===== src/rtl/libMdlu.sv =====
// libMdlu command codes, fixed latency and FSM state type shared by the
// iterative multiply/divide unit and its users.
package libMdlu;

   localparam logic [1:0] MDLU_MULT     = 2'd0;
   localparam logic [1:0] MDLU_DIV      = 2'd1;
   localparam logic [1:0] MDLU_ZERO     = 2'd2;
   localparam logic [1:0] MDLU_RESERVED = 2'd3;

   // Accepting edge to the cycle done is visible, for MULT/DIV at WIDTH = 32
   localparam int MDLU_LATENCY = 34;

   typedef enum logic [2:0] {
      IDLE,
      MUL,
      DIV,
      FIX,
      DONE
   } mdlu_state_t;

endpackage


===== src/rtl/mdlu_restoring_step.sv =====
// One restoring-divide iteration: shift in the next dividend bit, trial
// subtract the divisor, keep the difference when it does not borrow.
module mdlu_restoring_step #(
   parameter int WIDTH = 32
) (
   input  logic [WIDTH-1:0] rem,
   input  logic             bit_in,
   input  logic [WIDTH:0]   divisor,
   output logic [WIDTH-1:0] rem_next,
   output logic             q_bit
);

   logic [WIDTH:0]   shifted;
   logic [WIDTH+1:0] diff;

   assign shifted  = {rem, bit_in};
   assign diff     = {1'b0, shifted} - {1'b0, divisor};
   assign q_bit    = ~diff[WIDTH+1];
   // The kept remainder is always below the divisor, so WIDTH bits suffice
   assign rem_next = q_bit ? WIDTH'(diff) : WIDTH'(shifted);

endmodule


===== src/rtl/mdlu_iterative.sv =====
// Multi-cycle multiply/divide unit holding HI/LO (radix-2 shift-add, restoring
// divide). Define MDLU_UNSIGNED_EN to add the op_unsigned port (MULTU/DIVU).
module mdlu_iterative
   import libMdlu::*;
#(
   parameter int WIDTH = 32
) (
   input  logic             clock,
   input  logic             reset,
   input  logic             start,
   input  logic [1:0]       op,
   input  logic [WIDTH-1:0] a,
   input  logic [WIDTH-1:0] b,
`ifdef MDLU_UNSIGNED_EN
   input  logic             op_unsigned,
`endif
   output logic             busy,
   output logic             done,
   output logic [WIDTH-1:0] hi,
   output logic [WIDTH-1:0] lo
);

   localparam int CW = $clog2(WIDTH);

   mdlu_state_t state, state_next;

   logic [CW-1:0]      cnt;
   logic [WIDTH:0]     mcand;       // multiplicand or divisor magnitude
   logic [WIDTH-1:0]   rem;         // product upper half or partial remainder
   logic [WIDTH-1:0]   quo;         // multiplier / product lower half or quotient
   logic [WIDTH-1:0]   a_q;
   logic               is_div_q, b_zero_q, neg_q, neg_r;

   logic               accept, is_signed, sign_a, sign_b, last_iter;
   logic [WIDTH:0]     mag_a, mag_b, mul_sum;
   logic [WIDTH-1:0]   step_rem;
   logic               step_q;
   logic [2*WIDTH-1:0] product;

`ifdef MDLU_UNSIGNED_EN
   assign is_signed = ~op_unsigned;
`else
   assign is_signed = 1'b1;
`endif

   assign accept = (state == IDLE) && start && (op != MDLU_RESERVED);

   // WIDTH+1-bit magnitudes so the most-negative operand cannot overflow
   assign sign_a = is_signed & a[WIDTH-1];
   assign sign_b = is_signed & b[WIDTH-1];
   assign mag_a  = sign_a ? ({(WIDTH+1){1'b0}} - {1'b1, a}) : {1'b0, a};
   assign mag_b  = sign_b ? ({(WIDTH+1){1'b0}} - {1'b1, b}) : {1'b0, b};

   assign last_iter = (cnt == CW'(WIDTH - 1));
   assign mul_sum   = {1'b0, rem} + (quo[0] ? mcand : {(WIDTH+1){1'b0}});
   assign product   = {rem, quo};

   mdlu_restoring_step #(.WIDTH(WIDTH)) u_step (
      .rem      (rem),
      .bit_in   (quo[WIDTH-1]),
      .divisor  (mcand),
      .rem_next (step_rem),
      .q_bit    (step_q)
   );

   always_ff @(posedge clock or posedge reset) begin
      if (reset) state <= IDLE;
      else       state <= state_next;
   end

   always_comb begin
      // NOTE: every output gets a default first so no latch is inferred.
      state_next = state;
      busy       = 1'b0;
      done       = 1'b0;
      unique case (state)
         IDLE: begin
            if (accept) begin
               unique case (op)
                  MDLU_MULT: state_next = MUL;
                  MDLU_DIV:  state_next = DIV;
                  default:   state_next = DONE;
               endcase
            end
         end
         MUL, DIV: begin
            busy = 1'b1;
            if (last_iter) state_next = FIX;
         end
         FIX: begin
            busy       = 1'b1;
            state_next = DONE;
         end
         DONE: begin
            done       = 1'b1;
            state_next = IDLE;
         end
         default: state_next = IDLE;
      endcase
   end

   // NOTE: non-blocking assignments so every register samples pre-edge values.
   always_ff @(posedge clock or posedge reset) begin
      if (reset) begin
         cnt      <= '0;
         mcand    <= '0;
         rem      <= '0;
         quo      <= '0;
         a_q      <= '0;
         is_div_q <= 1'b0;
         b_zero_q <= 1'b0;
         neg_q    <= 1'b0;
         neg_r    <= 1'b0;
         hi       <= '0;
         lo       <= '0;
      end else begin
         unique case (state)
            IDLE: begin
               if (accept && op == MDLU_ZERO) begin
                  hi <= '0;
                  lo <= '0;
               end else if (accept) begin
                  a_q      <= a;
                  is_div_q <= (op == MDLU_DIV);
                  b_zero_q <= (b == '0);
                  neg_q    <= sign_a ^ sign_b;
                  neg_r    <= sign_a;
                  cnt      <= '0;
                  rem      <= '0;
                  mcand    <= (op == MDLU_DIV) ? mag_b : mag_a;
                  quo      <= WIDTH'((op == MDLU_DIV) ? mag_a : mag_b);
               end
            end
            MUL: begin
               rem <= mul_sum[WIDTH:1];
               quo <= {mul_sum[0], quo[WIDTH-1:1]};
               cnt <= cnt + 1'b1;
            end
            DIV: begin
               rem <= step_rem;
               quo <= {quo[WIDTH-2:0], step_q};
               cnt <= cnt + 1'b1;
            end
            FIX: begin
               if (is_div_q && b_zero_q) begin
                  hi <= a_q;
                  lo <= '1;
               end else if (is_div_q) begin
                  hi <= neg_r ? -rem : rem;
                  lo <= neg_q ? -quo : quo;
               end else begin
                  {hi, lo} <= neg_q ? -product : product;
               end
            end
            default: ;
         endcase
      end
   end

endmodule

===== config.mk =====
export PLATFORM = sky130hd
export DESIGN_NAME = mdlu_iterative
export DESIGN_NICKNAME = d
export VERILOG_FILES = /design/src/rtl/libMdlu.sv /design/src/rtl/mdlu_restoring_step.sv /design/src/rtl/mdlu_iterative.sv
export SDC_FILE = /design/constraint.sdc
export NUM_CORES = 1
export LEC_CHECK = 0
export CORE_ASPECT_RATIO = 1.2
export CORE_MARGIN = 10
export CORE_UTILIZATION = 50
export DETAILED_ROUTE_END_ITERATION = 10
export PLACE_DENSITY_LB_ADDON = 0.08
export REMOVE_ABC_BUFFERS = 1
export SLEW_MARGIN = 5
export SYNTH_ARGS = -nofsm -noshare
export SYNTH_HDL_FRONTEND = slang
export SYNTH_SLANG_ARGS = --single-unit

===== constraint.sdc =====
create_clock -name clock -period 8.15 [get_ports clock]
set_input_delay 0.815 -clock clock [delete_from_list [all_inputs] [get_ports clock]]
set_output_delay 0.815 -clock clock [all_outputs]
set_load 0.005 [all_outputs]

Yosys cells after proc, flatten, opt, wreduce, memory -nomap -nowiden. Index checks and enable logic that the tools add are counted. Widths: inputs -> output; s select.

Register bits: 205. Bits in latches: 0. Memory bits (writable): 0. Bits in read-only memories: 0. Bits of input ports: 69. Output and inout bits: 66. Logic and storage cells: 83. Memories: 0.

$add $sub $neg: 8. Multiply operators: 0. Div/mod/pow operators: 0. Magnitude comparators: 0. Equality and inequality tests: 12. Shifts and indexed selects: 0. Muxes and demuxes: 31. Bitwise logic cells: 3. Reduce and logical (&&, ||, !) cells: 17.

Operators by type and width (number): $mux 32 (13); $pmux 32 s3 (2); $mux 33 (4); $pmux 32 s2 (2); $sub 1x33->33 const A (2); $mux 64 (1); $neg 32->32 (2); $neg 64->64 (1); $sub 33x33->34 (1); $add 32x33->33 (1); $logic_not 32->1 (1); $mux 5 (2); $pmux 5 s2 (1); $pmux 3 s3 (1); $reduce_and 3->1 (3); $eq 3x2->1 const B (2); $mux 3 (2); $ne 2x2->1 const B (3); $pmux 3 s2 (1); $add 5x1->5 const B (1); $eq 5x5->1 const B (1); $logic_and 1x1->1 (4); $ne 2x1->1 const B (2); $reduce_and 2->1 (2); 13 further kinds (16).

Longest topological paths before layout.
Word-level depth: 6. Gate-level depth with buffers: 14.

Modules after synthesis. From an unflattened synthesis, not the netlist that was laid out.

Cells, all modules: 1990. Area total of the unflattened synthesis: 16155.5 um^2.

Modules (own cells, without submodules): mdlu_iterative (times used 1, cells each 1621, area an instance 13745.7 um^2, sequential area each 5104.9 um^2); mdlu_restoring_step (times used 1, cells each 369, area an instance 2409.8 um^2, sequential area each 0.0 um^2).

Worst setup path before layout. No wires, ideal clock.

Kind: register to register. From: reg quo[0]. To: reg rem[27]. Data arrival time: 3206 ps. Slack: 4806 ps. Cell stages (with the launch flop): 14. Period minus slack after synthesis: 3344 ps. Path through: dfrtp_1 > inv_1 > clkbuf_1 > nor2_1 > fa_1 > a211oi_1 > nor4_1 > o211ai_1 > nand3_1 > a21boi_0 > o31ai_1 > xor2_1 > a222oi_1 > o21ai_0.

Word-level cells in the longest chain between the ends: 3.

Ends and longest elaborated chain: start, declared (RTL line mdlu_iterative.sv:30) `logic [WIDTH-1:0] quo;`; start signal, assigned (RTL line mdlu_iterative.sv:131) `quo <= WIDTH'((op == MDLU_DIV) ? mag_a : mag_b);`; start signal, assigned (RTL line mdlu_iterative.sv:136) `quo <= {mul_sum[0], quo[WIDTH-1:1]};`; start signal, assigned (RTL line mdlu_iterative.sv:141) `quo <= {quo[WIDTH-2:0], step_q};`; $mux 33 (RTL line mdlu_iterative.sv:55) `assign mul_sum = {1'b0, rem} + (quo[0] ? mcand : {(WIDTH+1){1'b0}});`; $add 32x33->33 (RTL line mdlu_iterative.sv:55); $pmux 32 s3 (RTL line mdlu_iterative.sv:117) `unique case (state)`; end signal, assigned (RTL line mdlu_iterative.sv:135) `rem <= mul_sum[WIDTH:1];`; end signal, assigned (RTL line mdlu_iterative.sv:140) `rem <= step_rem;`; end, declared (RTL line mdlu_iterative.sv:29) `logic [WIDTH-1:0] rem;`.

No other way between the ends. A chain may end at the register's enable or synchronous reset.

Final worst setup path. Ends and elaborated chain as after synthesis.

==> results_dict.tcl <==
set metrics [dict create \
    worstMarginPinSlew_ps 1210 \
    hold_viol 0 \
    synth_area_um2 15500 \
    reg2reg_depth 12 \
    synth_seq_cells 204 \
    core_um2 30600 \
    fmax_mhz 215 \
    area_growth_pct 15.2 \
    cp.arrival_ps 5070 \
    die_w_um 181 \
    grt_pass1_vias 14868 \
    dieHeight_um 213 \
    drt-met1-wl_um 23500 \
    first_iter_violations 1264 \
    gr-total-overflow 0 \
    p_per_area_nw_per_um2 416 \
    cts.sinks 204 \
    hold_class "reg2reg" \
    synth.yosys.seq_area_share_pct 32.8 \
    slew_headroom_pct 19.2 \
    synth_edf_count 0 \
    viasPerCell 6.43 \
    worstHoldPathCells 2 \
    design_area_um2 17900 \
    maxCapViolCount 0 \
    drc 0 \
    antenna_found_initial 1 \
    cts_hold_buffers 0 \
    grt_max_degree 99 \
    cts_buffers 25 \
    tns_ps 0 \
    placed_area_um2 17100 \
    wl_met3_um 3780 \
    rows 70 \
    layout-drive-gt1-share_pct 4.80 \
    max-vdd-ir-drop_uv 258 \
    p_leak_uw 0.00778 \
    place.gp.congestion 0.960 \
    post_cts_resized 0 \
    clk_latency_ps 560 \
    yosys-top-cells-area "dfrtp_1, nand2_1, o21ai_0" \
    worstSetupPathType "reg2reg" \
    routed.top_layer "met4" \
    ioPinCount 135 \
    async_flop_share_pct 100 \
    via_count 15270 \
    required_ps 8570 \
    tritoncts "yes" \
    clk_pin_slew_worst_paths_ps 60 \
    dp_hpwl_um 40100 \
    wire_per_inst_um 23.3 \
    cp_max_fo 32 \
    synthCells 1907 \
    initial_core_util_pct 50.8 \
    skew_ps 13.0 \
    cp-end-kind "flip-flop" \
    nNetsFinal 2103 \
    htree_levels 1 \
    synth_cell_types 75 \
    antenna_left 0 \
    period_share_pct 57.1 \
    setup_viol 0 \
    post_cts.repair.setup_buffers 0 \
    yosys.area.top_type_share_pct 32.8 \
    synth_ff_type "dfrtp_1" \
    yosysWarnings 0 \
    yosysTopAreaCell "dfrtp_1" \
    grt_pass1_wl_um 85900 \
    drt_wl_total_um 55200 \
    rsz0062_at_grt "false" \
    fill_cells 2871 \
    run_status "completed" \
    fp.dieArea_um2 38600 \
    dr.pass1.iters 9 \
    port_buffers 134 \
    slew_viol_final 0 \
    cts_max_path_buffers 3 \
    worstSetupStartpointType "flip-flop" \
    synth_area_per_cell_um2 8.15 \
    cts_root_buf "clkbuf_16" \
    track_usage_pct 27.7 \
    fin_crit_ps 4650 \
    routed-wl-met2_um 25600 \
]
==> metrics by stage <==
step | utilization (%) | hold WS, ps | std cells | power, uW | setup slack [ps]
final | 58.6 | 471 | 2375 | 7440 | 3500
after global routing | 58.6 | 501 | 2375 | 7990 | 3140
after CTS | 58.6 | 476 | 2374 | 7400 | 3530
after detailed placement | 55.8 | 463 | 2330 | 6210 | 3560
after global placement | 55.8 | 456 | 2330 | 6160 | 3650
after floorplan | - | 440 | 1783 | 4760 | 1770
==> cell families after synthesis <==
| family | Yosys count | synth area share [%] |
|---|---|---|
| AOI/OAI and AO/OA | 646 | 27.5 |
| xor gates and xnor gates | 172 | 9.69 |
| adders and majority gates | 73 | 5.97 |
| buffers and inverters | 181 | 4.48 |
| DFF | 204 | 32.8 |
| muxes | 20 | 1.29 |
| and+or+nand+nor | 611 | 18.2 |
==> Yosys cell counts (all sizes together), types with 5 or more instances <==
library cell  count
nand3            21
a221oi           17
nand2           308
a211oi           10
and2             13
clkbuf          109
a211o             5
a31oi            20
a221o            11
o21ai           212
or3              18
o211ai           13
xor2             87
a222oi           15
o21bai            6
and3             12
o22ai            12
mux2i            20
a32oi            19
o22a              9
buf              15
dfrtp           204
o21a             15
inv              57
nor2b            12
o31ai            30
a21oi           107
o41ai            26
nor3             34
or2               7
nand2b           16
xnor2            85
nor4             14
ha               71
o221ai           20
nor2            115
nand4            18
a22oi            34
or4              15
a21o             44
a22o              7
==> registers in the layout, summed over array words and instances, names as in the netlist <==
| name | cells |
|---|---|
| hi | 32 |
| rem | 32 |
| is_div_q | 1 |
| quo | 32 |
| neg_q | 1 |
| b_zero_q | 1 |
| cnt | 5 |
| a_q | 32 |
| mcand | 33 |
| lo | 32 |
| state | 3 |
==> worst paths after layout <==
| kind | start | slack (ps) | end |
|---|---|---|---|
| min in group asynchronous | reset | 750 | a_q[0] |
| max in group asynchronous | reset | 6150 | rem[8] |
| max reg2reg | quo[0] | 3500 | rem[27] |
| max | quo[0] | 3500 | rem[27] |
| min | lo[4] | 470 | lo[4] |
| min reg2reg | lo[4] | 470 | lo[4] |
==> power breakdown <==
part           internal (uW)  total, uW  switching [uW]
Clock                    669       1160             490
Sequential              1430       1930             498
Combinational           1770       4360            2590
Total                   3870       7440            3570
==> cell usage in the layout, fill, tap and decap left out, drive strengths merged, types with 13 or more instances in the layout <==
master / count
nor2: 115
nand3: 21
a21oi: 107
o31ai: 30
or3: 18
clkdlybuf4s50: 134
o221ai: 20
xnor2: 85
inv: 59
o21a: 15
a21o: 44
buf: 17
or4: 15
ha: 71
nor3: 34
clkbuf: 34
a222oi: 15
xor2: 87
nand2b: 16
a221oi: 17
a32oi: 19
and2: 13
o211ai: 13
nor4: 14
dfrtp: 204
nand4: 18
nand2: 308
o21ai: 212
a22oi: 34
mux2i: 20
o41ai: 26
a31oi: 20
==> routing by layer <==
metal  vias up  global-route usage (%)
met3       115                    3.93
met4         0                    12.0
met2       612                    45.3
met1      7471                    36.0
li1       7072                       -
met5         -                       0
==> critical path, stage by stage, from the launching register on <==
cell and delay [ps]:
dfrtp_1 460, inv_1 850, nor2_1 210, fa_1 510
a211oi_1 360, nor4_1 130, o211ai_1 210, nand3_1 250
a21boi_0 710, o31ai_1 210, xor2_1 180, a222oi_1 300
o21ai_0 120
==> cell type report <==
class	count	area [um^2]	share of cell area [%]
Antenna cell	1	2.50	0.0140
Timing Repair Buffer	151	1470	8.21
Clock inverter	10	130	0.727
Tap cell	396	495	2.77
Multi-Input combinational cell	1522	9780	54.6
Inverter	57	221	1.24
Clock buffer	34	699	3.91
Sequential cell	204	5100	28.5
Power figures use the tool's default switching activity.
